File: config.mk
export PLATFORM = sky130hd
export DESIGN_NAME = fetch_seq_r32i
export DESIGN_NICKNAME = d
export VERILOG_FILES = /design/src/rtl/r32i_pkg.sv /design/src/rtl/fetch_fifo_r32i.sv /design/src/rtl/fetch_seq_r32i.sv
export SDC_FILE = /design/constraint.sdc
export NUM_CORES = 1
export LEC_CHECK = 0
export ABC_AREA = 1
export BUFFER_PORTS_ARGS = -buffer_cell sky130_fd_sc_hd__buf_4
export CORE_MARGIN = 3
export CORE_UTILIZATION = 50
export DETAILED_ROUTE_END_ITERATION = 10
export GPL_TIMING_DRIVEN = 0
export HOLD_SLACK_MARGIN = 0.1
export PLACE_DENSITY_LB_ADDON = 0.15
export RECOVER_POWER = 25
export SLEW_MARGIN = 10
export SYNTH_ARGS = -nofsm -noshare
export SYNTH_HDL_FRONTEND = slang
export SYNTH_SLANG_ARGS = --single-unit
File: constraint.sdc
create_clock -name clock -period 12.7 [get_ports clock]
set_clock_uncertainty 0.15 [all_clocks]
set_input_delay 1.905 -clock clock [delete_from_list [all_inputs] [get_ports clock]]
set_output_delay 1.905 -clock clock [all_outputs]
set_load 0.02 [all_outputs]
File: src/rtl/r32i_pkg.sv
// +----------------------------------------------------------------------------+
// | r32i_pkg : shared types and constants for the RV32I fetch sequencer        |
// | Revision : 1.0                                                             |
// +----------------------------------------------------------------------------+
`default_nettype none

package r32i_pkg;

  localparam int                DATA_W     = 32;
  localparam int                INST_BYTES = 4;
  localparam logic [DATA_W-1:0] RESET_ADDR = 32'h0000_0000;

  typedef enum logic [0:0] {
    RUN   = 1'b0,
    FAULT = 1'b1
  } fetch_state_t;

  typedef struct packed {
    logic [DATA_W-1:0] pc;
    logic [DATA_W-1:0] data;
  } fetch_entry_t;

endpackage

`default_nettype wire

File: src/rtl/fetch_fifo_r32i.sv
// +----------------------------------------------------------------------------+
// | fetch_fifo_r32i : synchronous FIFO of fetched {pc, data} entries with flush |
// | Revision        : 1.0                                                      |
// +----------------------------------------------------------------------------+
`default_nettype none

module fetch_fifo_r32i
  import r32i_pkg::*;
#(
  parameter int DEPTH = 2
) (
  input  logic                   clock,
  input  logic                   reset,
  input  logic                   flush,
  input  logic                   push,
  input  fetch_entry_t           push_entry,
  input  logic                   pop,
  output logic                   valid,
  output fetch_entry_t           head,
  output logic [$clog2(DEPTH):0] count
);

  localparam int PTR_W = $clog2(DEPTH);

  logic [PTR_W-1:0] r_rd_ptr;
  logic [PTR_W-1:0] r_wr_ptr;
  logic [PTR_W:0]   r_count;
  fetch_entry_t     r_mem [DEPTH];

  logic w_do_push;
  logic w_do_pop;

  // Flush overrides both push and pop in the same cycle.
  assign w_do_push = push & ~flush;
  assign w_do_pop  = pop & ~flush & (r_count != '0);

  always_ff @(posedge clock or posedge reset) begin
    if (reset) begin
      r_rd_ptr <= '0;
      r_wr_ptr <= '0;
      r_count  <= '0;
    end else if (flush) begin
      r_rd_ptr <= '0;
      r_wr_ptr <= '0;
      r_count  <= '0;
    end else begin
      if (w_do_push) r_wr_ptr <= r_wr_ptr + 1'b1;
      if (w_do_pop)  r_rd_ptr <= r_rd_ptr + 1'b1;
      case ({w_do_push, w_do_pop})
        2'b10:   r_count <= r_count + 1'b1;
        2'b01:   r_count <= r_count - 1'b1;
        default: r_count <= r_count;
      endcase
    end
  end

  always_ff @(posedge clock) begin
    if (w_do_push) r_mem[r_wr_ptr] <= push_entry;
  end

  assign valid = (r_count != '0);
  assign head  = r_mem[r_rd_ptr];
  assign count = r_count;

endmodule

`default_nettype wire

File: src/rtl/fetch_seq_r32i.sv
// +----------------------------------------------------------------------------+
// | fetch_seq_r32i : RV32I fetch sequencer - PC, imem request/response, buffer |
// | Revision       : 1.0                                                       |
// +----------------------------------------------------------------------------+
`default_nettype none

module fetch_seq_r32i #(
  parameter int                DATA_W     = r32i_pkg::DATA_W,
  parameter logic [DATA_W-1:0] RESET_ADDR = r32i_pkg::RESET_ADDR,
  parameter int                BUF_DEPTH  = 2
) (
  input  logic                     clock,
  input  logic                     reset,
  output logic                     imem_req_valid,
  output logic [DATA_W-1:0]        imem_req_addr,
  input  logic                     imem_req_ready,
  input  logic                     imem_rsp_valid,
  input  logic [DATA_W-1:0]        imem_rsp_data,
  output logic                     inst_valid,
  output logic [DATA_W-1:0]        inst_data,
  output logic [DATA_W-1:0]        inst_pc,
  input  logic                     inst_ready,
  input  logic                     redirect_valid,
  input  logic [DATA_W-1:0]        redirect_pc,
  input  logic signed [DATA_W-1:0] redirect_offset,
  input  logic                     halt,
  output logic                     align_fault
);

  import r32i_pkg::*;

  localparam int CNT_W = $clog2(BUF_DEPTH) + 1;

  fetch_state_t      r_state;
  fetch_state_t      w_state_next;
  logic [DATA_W-1:0] r_fetch_pc;
  logic [DATA_W-1:0] r_resp_pc;
  logic [CNT_W-1:0]  r_outstanding;
  logic [CNT_W-1:0]  r_drop;

  logic [DATA_W-1:0] w_target;
  logic              w_run;
  logic              w_credit_ok;
  logic              w_redirect_ok;
  logic              w_req_fire;
  logic              w_rsp_accept;
  logic              w_push;
  logic              w_pop;
  logic              w_flush;
  logic [CNT_W-1:0]  w_outstanding_next;
  logic              w_fifo_valid;
  logic [CNT_W-1:0]  w_fifo_count;
  fetch_entry_t      w_push_entry;
  fetch_entry_t      w_head;

  assign w_target      = redirect_pc + redirect_offset;
  assign w_run         = (r_state == RUN);
  assign w_credit_ok   = ({1'b0, r_outstanding} + {1'b0, w_fifo_count}) < (CNT_W + 1)'(BUF_DEPTH);
  assign w_redirect_ok = w_run & redirect_valid & (w_target[1:0] == 2'b00);
  assign w_req_fire    = imem_req_valid & imem_req_ready;
  assign w_rsp_accept  = imem_rsp_valid & (r_outstanding != '0);
  assign w_pop         = inst_valid & inst_ready;
  assign w_push        = w_rsp_accept & (r_drop == '0) & w_run & ~redirect_valid;
  assign w_outstanding_next = r_outstanding + CNT_W'(w_req_fire) - CNT_W'(w_rsp_accept);

  always_ff @(posedge clock or posedge reset) begin
    if (reset) r_state <= RUN;
    else       r_state <= w_state_next;
  end

  always_comb begin
    w_state_next = r_state;
    if (r_state == RUN && redirect_valid && w_target[1:0] != 2'b00) w_state_next = FAULT;
  end

  // reset gates the request so every output reads 0 while reset is held.
  always_comb begin
    imem_req_valid = 1'b0;
    align_fault    = 1'b0;
    inst_valid     = 1'b0;
    w_flush        = 1'b0;
    case (r_state)
      RUN: begin
        imem_req_valid = ~reset & ~halt & w_credit_ok & ~redirect_valid;
        inst_valid     = w_fifo_valid;
        w_flush        = redirect_valid;
      end
      FAULT: begin
        align_fault = 1'b1;
        w_flush     = 1'b1;
      end
      default: ;
    endcase
  end

  // Everything still outstanding after a redirect belongs to the wrong path.
  always_ff @(posedge clock or posedge reset) begin
    if (reset) begin
      r_fetch_pc    <= RESET_ADDR;
      r_resp_pc     <= RESET_ADDR;
      r_outstanding <= '0;
      r_drop        <= '0;
    end else begin
      r_outstanding <= w_outstanding_next;
      if (w_redirect_ok) begin
        r_fetch_pc <= w_target;
        r_resp_pc  <= w_target;
        r_drop     <= w_outstanding_next;
      end else begin
        if (w_req_fire) r_fetch_pc <= r_fetch_pc + DATA_W'(INST_BYTES);
        if (w_push)     r_resp_pc  <= r_resp_pc + DATA_W'(INST_BYTES);
        if (w_rsp_accept && r_drop != '0) r_drop <= r_drop - 1'b1;
      end
    end
  end

  assign w_push_entry.pc   = r_resp_pc;
  assign w_push_entry.data = imem_rsp_data;

  fetch_fifo_r32i #(
    .DEPTH(BUF_DEPTH)
  ) u_fifo (
    .clock     (clock),
    .reset     (reset),
    .flush     (w_flush),
    .push      (w_push),
    .push_entry(w_push_entry),
    .pop       (w_pop),
    .valid     (w_fifo_valid),
    .head      (w_head),
    .count     (w_fifo_count)
  );

  assign imem_req_addr = r_fetch_pc;
  assign inst_data     = inst_valid ? w_head.data : '0;
  assign inst_pc       = inst_valid ? w_head.pc   : '0;

endmodule

`default_nettype wire

# Yosys cells after proc, flatten, opt, wreduce, memory -nomap -nowiden
# Memories as Yosys holds them, arrays and structs flattened.
# Index checks and enable logic that the tools add are counted.
# op_classes
add_sub_neg	11
n_lt_le_gt_ge	1
n_eq_ne	2
muxes	20
bitwise_logic	19
reduce_logical	15
# op_table
operator	n
two-way mux 32 bit	6
adder 32 x 3 -> 32 bit (second input constant)	2
adder 32 bit	1
nonzero test 2 bit	9
bitwise AND 1 bit	14
two-way mux 1 bit	9
two-way mux 2 bit	3
inverter 1 bit	5
zero test 2 bit	2
case mux 2 bit (2 select lines)	1
subtractor 2 x 1 -> 2 bit (second input constant)	2
adder 2 x 2 -> 3 bit	1
logical AND 1 bit	3
less-than comparator 3 x 2 -> 1 bit (second input constant)	1
nonzero test 3 bit	1
adder 1 bit (second input constant)	2
adder 2 x 1 -> 2 bit	1
adder 2 x 1 -> 2 bit (second input constant)	1
== test 2 x 1 -> 1 bit (second input constant)	1
== test 2 bit (second input constant)	1
case mux 1 bit (2 select lines)	1
subtractor 2 x 1 -> 2 bit	1
# totals
reg_bits	73
ram_bits	128
mem_count	1
# memory_table
name	depth	width	rd	rd_ports_with_merged_regs	write_ports	line	rtl
u_fifo.r_mem	2	64	1	0	1	fetch_fifo_r32i.sv:28	fetch_entry_t r_mem [DEPTH];

# Longest topological paths before layout
# logic_depth
depth_word	9
ltp_mapped	15
depth_no_buf	15

# By module
# From an unflattened synthesis, not the netlist that was laid out.
# hier_totals
cells_unflattened	1531
hier_area_um2	12619.6
# modules_own_cells
mod	n_inst	cells_per_inst	area_per_inst_um2	seq_area_each_um2
fetch_seq_r32i	1	1299	7617.3	1726.7
fetch_fifo_r32i	1	232	5002.3	3943.8

# Worst setup path after synthesis
# No wires, ideal clock.
# synth_timing
path_type	input -> register
from	input redirect_valid
to	memory u_fifo.r_mem[0][0] (netlist name), enable pin
setup_time_ns	0.487
arrival_ns	5.096
required_ns	12.063
path_slack_ns	6.967
stages	4
path_cell_list	nor2_4 nand2_1 clkbuf_1 nor2_1
# synth_via
elab_chain_len	5
elab_cells_between_ends	7
classes_between	mux: 3; bitwise: 4
# synth_lines
element	line	rtl
start: declaration	fetch_seq_r32i.sv:23	input logic redirect_valid,
case mux 1 bit (2 select lines) / inverter 1 bit (equally long branches)	fetch_seq_r32i.sv:82, fetch_seq_r32i.sv:63	
inverter 1 bit / bitwise AND 1 bit (equally long branches)	fetch_fifo_r32i.sv:34, fetch_seq_r32i.sv:63	
bitwise AND 1 bit (*)	fetch_fifo_r32i.sv:34	assign w_do_push = push & ~flush;
two-way mux 1 bit (*)	fetch_fifo_r32i.sv:58	if (w_do_push) r_mem[r_wr_ptr] <= push_entry;
two-way mux 1 bit (implied by the code) (*)	fetch_fifo_r32i.sv:58	
end: declaration	fetch_fifo_r32i.sv:28	
# Mark *: on every way between the ends. The rest lies on a longest branch, timed or not.

# Final worst setup path
# layout_timing
from	input redirect_valid
to	output imem_req_valid
# layout_via
elab_chain_len	3
# layout_lines
element	line	rtl
inverter 1 bit	fetch_seq_r32i.sv:84	imem_req_valid = ~reset & ~halt & w_credit_ok & ~redirect_valid;
bitwise AND 1 bit	fetch_seq_r32i.sv:84	
two-way mux 1 bit	fetch_seq_r32i.sv:82	case (r_state)
end: declaration	fetch_seq_r32i.sv:14	output logic imem_req_valid,
# Every way passes these cells.

==> metrics.md <==
| Metric | Value |
|---|---|
| Top-count cell post-synth | nand2_1 |
| Final Hold Fails | 0 |
| Routability cong. | between 0.9 and 1 |
| Antenna cells | 0 |
| FMAX | roughly 210 MHz |
| Slew margin rel. | 0.358 |
| Clk_lat worst skew | between 0.4 and 0.5 ns |
| Area Overhead vs Synth | 23.1% |
| Buffers on Ports | 201 |
| Clock Path Buffers | 3 |
| Wire per inst | between 15 and 20 um |
| Maximum vdd drop | between 0.00008 and 0.00009 V |
| Cell count after synthesis | approximately 1,500 |
| Clock-pin slew on the worst setup and hold paths | roughly 0.050 ns |
| Share of layout cells above drive strength 1 | 0.213 |
| Final net count | ~1,900 |
| Sink Count | 201 |
| Layout filler cell count | approximately 2,100 |
| CTS buffer count | 22 |
| Die area | between 0.02 and 0.03 mm^2 |
| RSZ-0062 raised after global routing | false |
| CTS Hold Bufs | 0 |
| Hold WC Path Type | flip-flop to flip-flop |
| Core Box Area | 0.0238 mm^2 |
| Sw power | 363 uW |
| Via density | slightly above 5 |
| Placement Rows | 56 |
| Synth warn | 0 |
| Comb power frac | 0.108 |
| Critical Path Start Type | input pin |
| Seq/Total Area, Yosys | 0.461 |
| Yosys cell types | 45 |
| Sequential fraction of design power | 0.450 |
| Leakage | 7.39 nW |
| Critical path required time | roughly 11 ns |
| Power per cell area | about 100 mW/mm^2 |
| Minimum clock period | 4.71 ns |
| Post-DP HPWL | roughly 27,000 um |
| CP Max Fanout | 7 |
| Vias in the first global route | about 10,000 |
| IO Pins | 202 |
| Pin count of the biggest net entering global routing | 58 |
| Synthesized flop and latch total | approximately 200 |
| Global route total overflow | 0 |
| P_int | about 1.2 mW |
| H-tree depth | 1 |
| Worst setup path class | input pin to output port |
| Initial antenna violation count | 0 |
| Net count after synthesis | ~1,600 |
| Initial DRC Count | ~670 |
| Syn_area_per_cell | a little over 8 um^2 |
| TNS Setup | 0 ns |
| Starting Density | 0.516 |
| Top-area cell type share of the netlist area | 0.312 |
| Area leader, netlist | edfxtp_1 |
| EDFF count, synth | ~130 |
| Tcrit/Tclk final | 0.371 |
| Main area contributors after synthesis | edfxtp_1 31%, dfrtp_1 15%, nand2_1 13%, inv_1 7.4%, mux2_2 5.9% |
| CTS root buffer | clkbuf_16 |
| ANT nets after route | 0 |
| Worst Max-Slew Pin Slew | around 0.96 ns |
| Clock Power Share | 0.442 |
| Mapped Area | roughly 0.012 mm^2 |
| Top_reg_cell synth | edfxtp_1 |
| Crit. End Element | output port |
| First-pass GRT wire length | 54,600 um |
| Post-synthesis async set-or-reset flop share | 0.363 |
| Setup Buffers After CTS | 0 |
| CTS tree | yes |
| Switching share of power | 0.230 |
| Routed WL | 34,200 um |
| Arrival time worst endpoint | approximately 2.7 ns |
| Resized cells post-CTS | 0 |
| Max Cap Viol | 0 |
| DRC | 0 |
| Via count | 10,700 |
| Hold WS | approximately 0.32 ns |
| Final setup fails | 0 |
| Most instantiated cells after synthesis | 424 x nand2_1, 241 x inv_1, 129 x nor2_1 |
| First-pass DRT Iterations | 5 |
| Outcome | completed |
| Die Span Y | around 160 um |
| Max-slew violations | 0 |
| Die W | around 160 um |
| Total track usage | 0.259 |
==> power by group through the flow <==
stage,Combinational [mW],Sequential (mW),Clock (mW)
global route,0.195,0.711,0.737
floorplan,0.108,0.723,0
global placement,0.164,0.723,0
detailed placement,0.170,0.723,0
CTS,0.171,0.710,0.706
finish,0.170,0.710,0.697
==> stage by stage <==
step           std cells  worst slack [ns]   util  area [um^2]  total power, mW
6_report            2067              7.99  0.636        15100             1.58
5_1_grt             2067              7.87  0.636        15100             1.64
4_1_cts             2067              7.99  0.636        15100             1.59
3_5_place_dp        2027              7.99  0.602        14300            0.892
3_3_place_gp        2022              4.90  0.596        14200            0.887
2_1_floorplan       1502              6.97      -        12300            0.831
==> layer usage <==
layer | track usage | vias to the layer above | wire, um
met3 | 0.0343 | 46 | 2090
met5 | 0 | - | 0
met2 | 0.463 | 315 | 16900
li1 | - | 5351 | -
met1 | 0.332 | 5003 | 14500
met4 | 0.0661 | 0 | 742
==> logic make-up (layout without fill, tap and decap cells) <==
group,Yosys count,in the layout,share of synthesized area
buffers and inverters,282,528,0.0889
multiplexers,64,64,0.0586
AND/OR/NAND/NOR,726,726,0.257
XOR/XNOR,29,29,0.0206
AO/OA/AOI/OAI,161,161,0.0733
flip-flops,201,201,0.461
adder cells (fa/ha/maj),39,39,0.0409
==> final timing paths <==
kind,startpoint,to,slack [ns],cells after the start
max,redirect_valid,imem_req_valid,7.99,5
max in group asynchronous,reset,imem_req_addr[22]$_DFFE_PP0P_,10.20,3
min in group asynchronous,reset,u_fifo.r_wr_ptr$_DFFE_PP0P_,1.47,2
max reg2reg,u_fifo.count[0]$_DFFE_PP0P_,r_drop[1]$_DFFE_PP0P_,9.48,15
min reg2reg,r_resp_pc[1]$_DFFE_PP0P_,u_fifo.r_mem[0][33]$_DFFE_PP_,0.32,0
min,r_resp_pc[1]$_DFFE_PP0P_,u_fifo.r_mem[0][33]$_DFFE_PP_,0.32,0
==> registers in the layout, summed over array words and instances (netlist names) <==
name / count
u_fifo.r_wr_ptr: 1
r_outstanding: 2
u_fifo.r_mem: 128
u_fifo.r_rd_ptr: 1
r_resp_pc: 32
imem_req_addr: 32
r_state: 1
u_fifo.count: 2
r_drop: 2
==> layout by cell type, fill, tap and decap left out, types with 3 or more instances in the layout <==
| cell type | instances |
|---|---|
| inv_2 | 6 |
| mux2_2 | 64 |
| buf_2 | 18 |
| o21ai_1 | 7 |
| a21oi_1 | 63 |
| dfrtp_1 | 73 |
| inv_1 | 240 |
| nor3_1 | 25 |
| o21ai_0 | 48 |
| nand3_2 | 5 |
| a31oi_1 | 9 |
| nor3_2 | 11 |
| a22oi_1 | 20 |
| buf_16 | 3 |
| xnor2_1 | 12 |
| clkinv_2 | 4 |
| nand2_1 | 424 |
| nand4_1 | 15 |
| clkbuf_1 | 19 |
| o21bai_1 | 4 |
| nand3_1 | 72 |
| nand3b_1 | 15 |
| clkbuf_4 | 25 |
| edfxtp_1 | 128 |
| nor2_4 | 7 |
| nand2_2 | 4 |
| o211ai_1 | 5 |
| ha_1 | 37 |
| nor2_2 | 12 |
| buf_4 | 176 |
| bufinv_16 | 5 |
| nor2_1 | 127 |
| clkbuf_16 | 23 |
| xor2_1 | 17 |
==> layout make-up <==
cell class | count | area (um^2) | share of cell area
well taps | 319 | 399 | 0.0264
multi-input cells | 1019 | 5550 | 0.367
plain buffers | 34 | 161 | 0.0107
flip-flops and latches | 201 | 5670 | 0.375
inverters | 248 | 933 | 0.0616
clock buffers | 30 | 612 | 0.0404
clock inverters | 10 | 185 | 0.0122
repair buffers | 206 | 1630 | 0.108
==> worst max-delay path, cell delays in order <==
cell     delay [ns]
buf_4          0.13
nor2_4         0.18
nand2_2        0.09
nor3_4         0.17
buf_4          0.18
Note: power is estimated with default switching activity, not from simulation.
